==> config.mk <==
export PLATFORM = sky130hd
export DESIGN_NAME = pwm_capture
export DESIGN_NICKNAME = d
export VERILOG_FILES = /design/src/rtl/pwm_pkg.sv /design/src/rtl/pwm_sync_edge.sv /design/src/rtl/pwm_capture.sv
export SDC_FILE = /design/constraint.sdc
export NUM_CORES = 1
export LEC_CHECK = 0
export ABC_AREA = 1
export CAP_MARGIN = 20
export CORE_ASPECT_RATIO = 0.5
export CORE_MARGIN = 2
export CORE_UTILIZATION = 44
export CTS_BUF_LIST = sky130_fd_sc_hd__clkbuf_4
export DETAILED_ROUTE_END_ITERATION = 8
export PLACE_DENSITY = 0.67
export SLEW_MARGIN = 20
export SYNTH_ARGS = -nofsm -noshare
export SYNTH_HDL_FRONTEND = slang
export SYNTH_HIERARCHICAL = 1
export SYNTH_SLANG_ARGS = --single-unit
==> constraint.sdc <==
create_clock -name clk -period 1.8 [get_ports clk]
set_clock_uncertainty 0.05 [all_clocks]
set_input_delay 0.18 -clock clk [delete_from_list [all_inputs] [get_ports clk]]
set_output_delay 0.18 -clock clk [all_outputs]
set_load 0.005 [all_outputs]
==> src/rtl/pwm_pkg.sv <==
// Shared definitions for the PWM generator / capture pair.
package pwm_pkg;

  // Default counter width, shared with the generator so loopback widths agree.
  localparam int PWM_MAX_WAVE = 24;

  // Capture FSM states.
  typedef enum logic [1:0] {
    CAP_IDLE = 2'd0,  // waiting for the first rising edge
    CAP_HIGH = 2'd1,  // input is high, timing the high phase
    CAP_LOW  = 2'd2   // input is low, waiting for the closing rising edge
  } cap_state_e;

endpackage : pwm_pkg

==> src/rtl/pwm_sync_edge.sv <==
// Synchronizes an asynchronous level and reports its rising/falling edges.
// SYNC_STAGES must be at least 2.
module pwm_sync_edge #(
  parameter int SYNC_STAGES = 2
) (
  input  logic clk,
  input  logic rst,
  input  logic pwm_in,
  output logic rise,
  output logic fall
);

  logic [SYNC_STAGES-1:0] sync_q;
  logic                   prev;
  logic                   synced;

  assign synced = sync_q[SYNC_STAGES-1];

  // Shift the input through the synchronizer chain; prev holds the synced level one cycle older.
  always_ff @(posedge clk) begin
    if (rst) begin
      // NOTE: sequential state is written with <= only, so every flop samples the pre-edge values.
      sync_q <= '0;
      prev   <= 1'b0;
    end else begin
      sync_q <= {sync_q[SYNC_STAGES-2:0], pwm_in};
      prev   <= synced;
    end
  end

  // Both edges come from the same delayed pair, so they see identical latency.
  assign rise = synced & ~prev;
  assign fall = ~synced & prev;

endmodule : pwm_sync_edge

==> src/rtl/pwm_capture.sv <==
// Measures an incoming PWM waveform: period and high time in clk cycles,
// one measurement per complete period, with a sticky timeout on a stalled input.
module pwm_capture
  import pwm_pkg::*;
#(
  parameter int MAX_WAVE    = PWM_MAX_WAVE,
  parameter int SYNC_STAGES = 2
) (
  input  logic                clk,
  input  logic                rst,
  input  logic                pwm_in,
  output logic [MAX_WAVE-1:0] period,
  output logic [MAX_WAVE-1:0] high_time,
  output logic                valid,
  output logic                timeout
);

  localparam logic [MAX_WAVE-1:0] CNT_MAX = '1;
  localparam logic [MAX_WAVE-1:0] CNT_ONE = MAX_WAVE'(1);

  logic                rise;
  logic                fall;
  logic [MAX_WAVE-1:0] counter;
  logic [MAX_WAVE-1:0] hi_latch;
  logic                sat;
  cap_state_e          state;

  pwm_sync_edge #(
    .SYNC_STAGES(SYNC_STAGES)
  ) u_sync_edge (
    .clk   (clk),
    .rst   (rst),
    .pwm_in(pwm_in),
    .rise  (rise),
    .fall  (fall)
  );

  assign sat = (counter == CNT_MAX);

  // Cycles since the last rise: restart at 1 on a rise, otherwise count up and stick at the top.
  always_ff @(posedge clk) begin
    if (rst) begin
      counter <= '0;
    end else if (rise) begin
      counter <= CNT_ONE;
    end else if (!sat) begin
      counter <= counter + CNT_ONE;
    end
  end

  // Capture FSM with registered outputs; an edge always wins over saturation in the same cycle.
  always_ff @(posedge clk) begin
    if (rst) begin
      state     <= CAP_IDLE;
      hi_latch  <= '0;
      period    <= '0;
      high_time <= '0;
      valid     <= 1'b0;
      timeout   <= 1'b0;
    end else begin
      // NOTE: valid defaults low every cycle so it can only ever be a one-cycle strobe.
      valid <= 1'b0;
      case (state)
        CAP_IDLE: begin
          if (rise) state <= CAP_HIGH;
        end
        CAP_HIGH: begin
          if (fall) begin
            hi_latch <= counter;
            state    <= CAP_LOW;
          end else if (sat) begin
            timeout <= 1'b1;
            state   <= CAP_IDLE;
          end
        end
        CAP_LOW: begin
          if (rise) begin
            period    <= counter;
            high_time <= hi_latch;
            valid     <= 1'b1;
            timeout   <= 1'b0;
            state     <= CAP_HIGH;
          end else if (sat) begin
            timeout <= 1'b1;
            state   <= CAP_IDLE;
          end
        end
        default: state <= CAP_IDLE;
      endcase
    end
  end

endmodule : pwm_capture

==> summary.txt <==
Global routing
  – First-pass GRT wire length: 17080 µm
  – Vias in the first global route: 3371
  – Largest net degree at the start of global routing: 53
  – Total track usage: 21.63%
  – Gr ovfl total: 0
  – Initial antenna violation count: 0

Timing
  – Measured slew at the worst slew-check pin: 0.5153 ns
  – Final Hold Viols: 0
  – Post-layout min period: 1.699 ns
  – Setup TNS: 0 ns
  – Pins Over Slew Limit: 0
  – Final setup vio count: 0
  – Relative slew slack: 65.28%
  – Period utilization: 94.38%
  – Final Worst Setup Slack: 0.1011 ns
  – Fmax: 588.6 MHz

Power
  – Total power: 3.676 mW
  – Power per Cell Area: 733.9 nW/µm²
  – Static leakage: 1.852 nW
  – Maximum VDD drop: 0.3458 mV

Routing
  – Met3 WL: 913 µm
  – DRT met1 WL: 5164 µm
  – Via density: 5.048
  – Top layer in use: met4
  – Routed WL per cell: 13.80 µm
  – DRC: 0
  – Vias: 3680
  – DRT iter0 DRCs: 379
  – TritonRoute pass-1 iters: 5
  – Met2 wire length: 3819 µm
  – DRT antenna net count: 0
  – Post-Route WL: 10060 µm

Critical path
  – Required @ worst endpoint: 2.16 ns
  – CP arrival: 2.05 ns
  – CP max FO: 20
  – Worst setup path start: counter[1]
  – RR Startpoint: counter[1]
  – Crit path kind: register to register
  – CP Launch Type: register
  – CP endpoint kind: register

Final layout
  – Final net count: 611
  – Post-route design area: 5009 µm²
  – Fraction of layout cells with a size suffix above 1: 8.333%
  – Synth-to-Final Area Change: 23.43%
  – Cell Count, Final, Fillers Out: 729
  – Diodes inserted: 0

Synth
  – Area share of the largest cell type after synthesis: 50.82%
  – Cell Area, Synth: 4058 µm²
  – Synth top area cells: dfxtp_1, o21ai_0, nand3_1
  – Sequential fraction of the synthesis area: 50.82%
  – Synthesized instance count: 543
  – Yosys cell types: 18
  – Synthesized area per cell: 7.473 µm²
  – Ys async rst share: 0%
  – Synth Flop Type: dfxtp_1
  – Syn nets: 547
  – Syn. warnings: 6
  – Largest area contributor in the netlist: dfxtp_1
  – Top-count cell post-synth: dfxtp_1
  – Flops & latches, synth: 103
  – EDFF count, synth: 0
  – Post-synth top cells: dfxtp_1, nand2_1, o21ai_0

Placed design
  – Placed Instances: 713
  – Setup WS pre-CTS: 0.06717 ns
  – Placement Cell Area: 4847 µm²
  – Detail Placement HPWL: 7310 µm
  – Port Buf Inserts: 52
  – GPL Wtd Cong: 0.9752

Status
  – Status: completed

Clocking
  – Clock Root Buffer: clkbuf_4
  – Postcts setup bufs: 0
  – Clock transition at path regs: 0.15 ns
  – Post-cts gate resize count: 0
  – Htree depth: 3
  – CTS Sinks: 103
  – CTS tree: built
  – CTS max path bufs: 2
  – Clk_lat worst skew: 0.46 ns
  – Num CTS Buffers: 9
  – Cts hold-fix bufs: 0

Floorplan
  – Die W: 139.8 µm
  – Area of the core: 8828 µm²
  – Starting density of the core: 45.96%
  – Ports: 53
  – Die footprint: 10050 µm²
  – Core Rows: 24
  – Die height: 71.91 µm

Flow run
  – Max-Cap Viols: 0

Hold path
  – Hold Path Class: primary input to register
  – Worst Min Path Start: pwm_in
-- per-stage QoR --
step / hold slack [ns] / util [%]
6_report: 0.1636 / 56.73
3_3_place_gp: 0.3396 / 54.90
5_1_grt: 0.1481 / 56.73
4_1_cts: 0.1329 / 56.59
2_1_floorplan: 0.1991 / -
3_5_place_dp: 0.3460 / 54.90
-- sequential cells by signal, summed over array words and instances (netlist names) --
signal / flops
counter: 24
hi_latch: 24
high_time: 24
period: 24
state: 2
u_sync_edge/sync_q: 2
timeout: 1
u_sync_edge/prev: 1
valid: 1
-- layout by cell type (no fill, tap or decap) --
cell / synthesis / layout
dfxtp_1: 103 / 102
nand2_1: 87 / 87
o21ai_0: 79 / 79
inv_1: 78 / 77
nand3_1: 74 / 74
clkdlybuf4s50_1: 0 / 52
nor2_1: 42 / 41
a21oi_1: 32 / 32
buf_4: 0 / 24
clkbuf_4: 0 / 10
nand4_1: 7 / 7
a31oi_1: 6 / 6
nor2_4: 3 / 3
inv_6: 0 / 3
buf_12: 0 / 3
xor2_1: 2 / 2
clkinv_4: 0 / 2
inv_2: 0 / 1
nand2_4: 2 / 1
nor2_2: 0 / 1
nand2_8: 0 / 1
nand3b_1: 1 / 1
ha_1: 1 / 1
bufinv_16: 0 / 1
dfxtp_2: 0 / 1
-- critical path: stages, from the launching register on --
cell     delay, ns
dfxtp_2       0.39
ha_1          0.18
nand2_1       0.13
nor2_4        0.15
nand2_4       0.08
nor2_4        0.18
nand2_8       0.15
buf_4         0.19
a21oi_1       0.15
-- cell type report --
type                    count  area [µm²]
well taps                 117       146.4
inverters                  78       292.8
clock inverters             6       73.82
multi-input cells         336        1597
flip-flops and latches    103        2063
repair buffers             79       760.7
clock buffers              10       75.07
fillers                   867        3820
-- power breakdown --
group          total (mW)  internal (mW)  switching (mW)  leakage, nW
registers            2.30           2.29         0.00856        0.831
clock network        1.25          0.460           0.788       0.0820
logic               0.124         0.0404          0.0840        0.939
total                3.68           2.80           0.880         1.85
-- final timing paths --
check / to / slack, ns / cells after the start
worst max-delay path: counter[5] / 0.10 / 8
worst min-delay path: u_sync_edge/sync_q[0] / 0.16 / 3
worst max register to register: counter[5] / 0.10 / 8
worst min register to register: u_sync_edge/sync_q[1] / 0.36 / 2
-- layer usage --
| layer | global-route usage (%) | vias up |
|---|---|---|
| li1 | - | 1888 |
| met1 | 33.25 | 1647 |
| met2 | 28.83 | 127 |
| met3 | 6.601 | 18 |
| met4 | 6.333 | 0 |
| met5 | 0 | - |
-- cells by family (layout without fill, tap and decap cells) --
logic type / count (synthesis) / after routing / share of synthesized area, %
and+or+nand+nor: 216 / 216 / 23.71
AOI/OAI and AO/OA: 117 / 117 / 14.62
buffers and inverters: 104 / 173 / 10.11
DFF: 103 / 103 / 50.82
xor gates and xnor gates: 2 / 2 / 0.4318
adders and majority gates: 1 / 1 / 0.3083
Power figures use the tool's default switching activity.
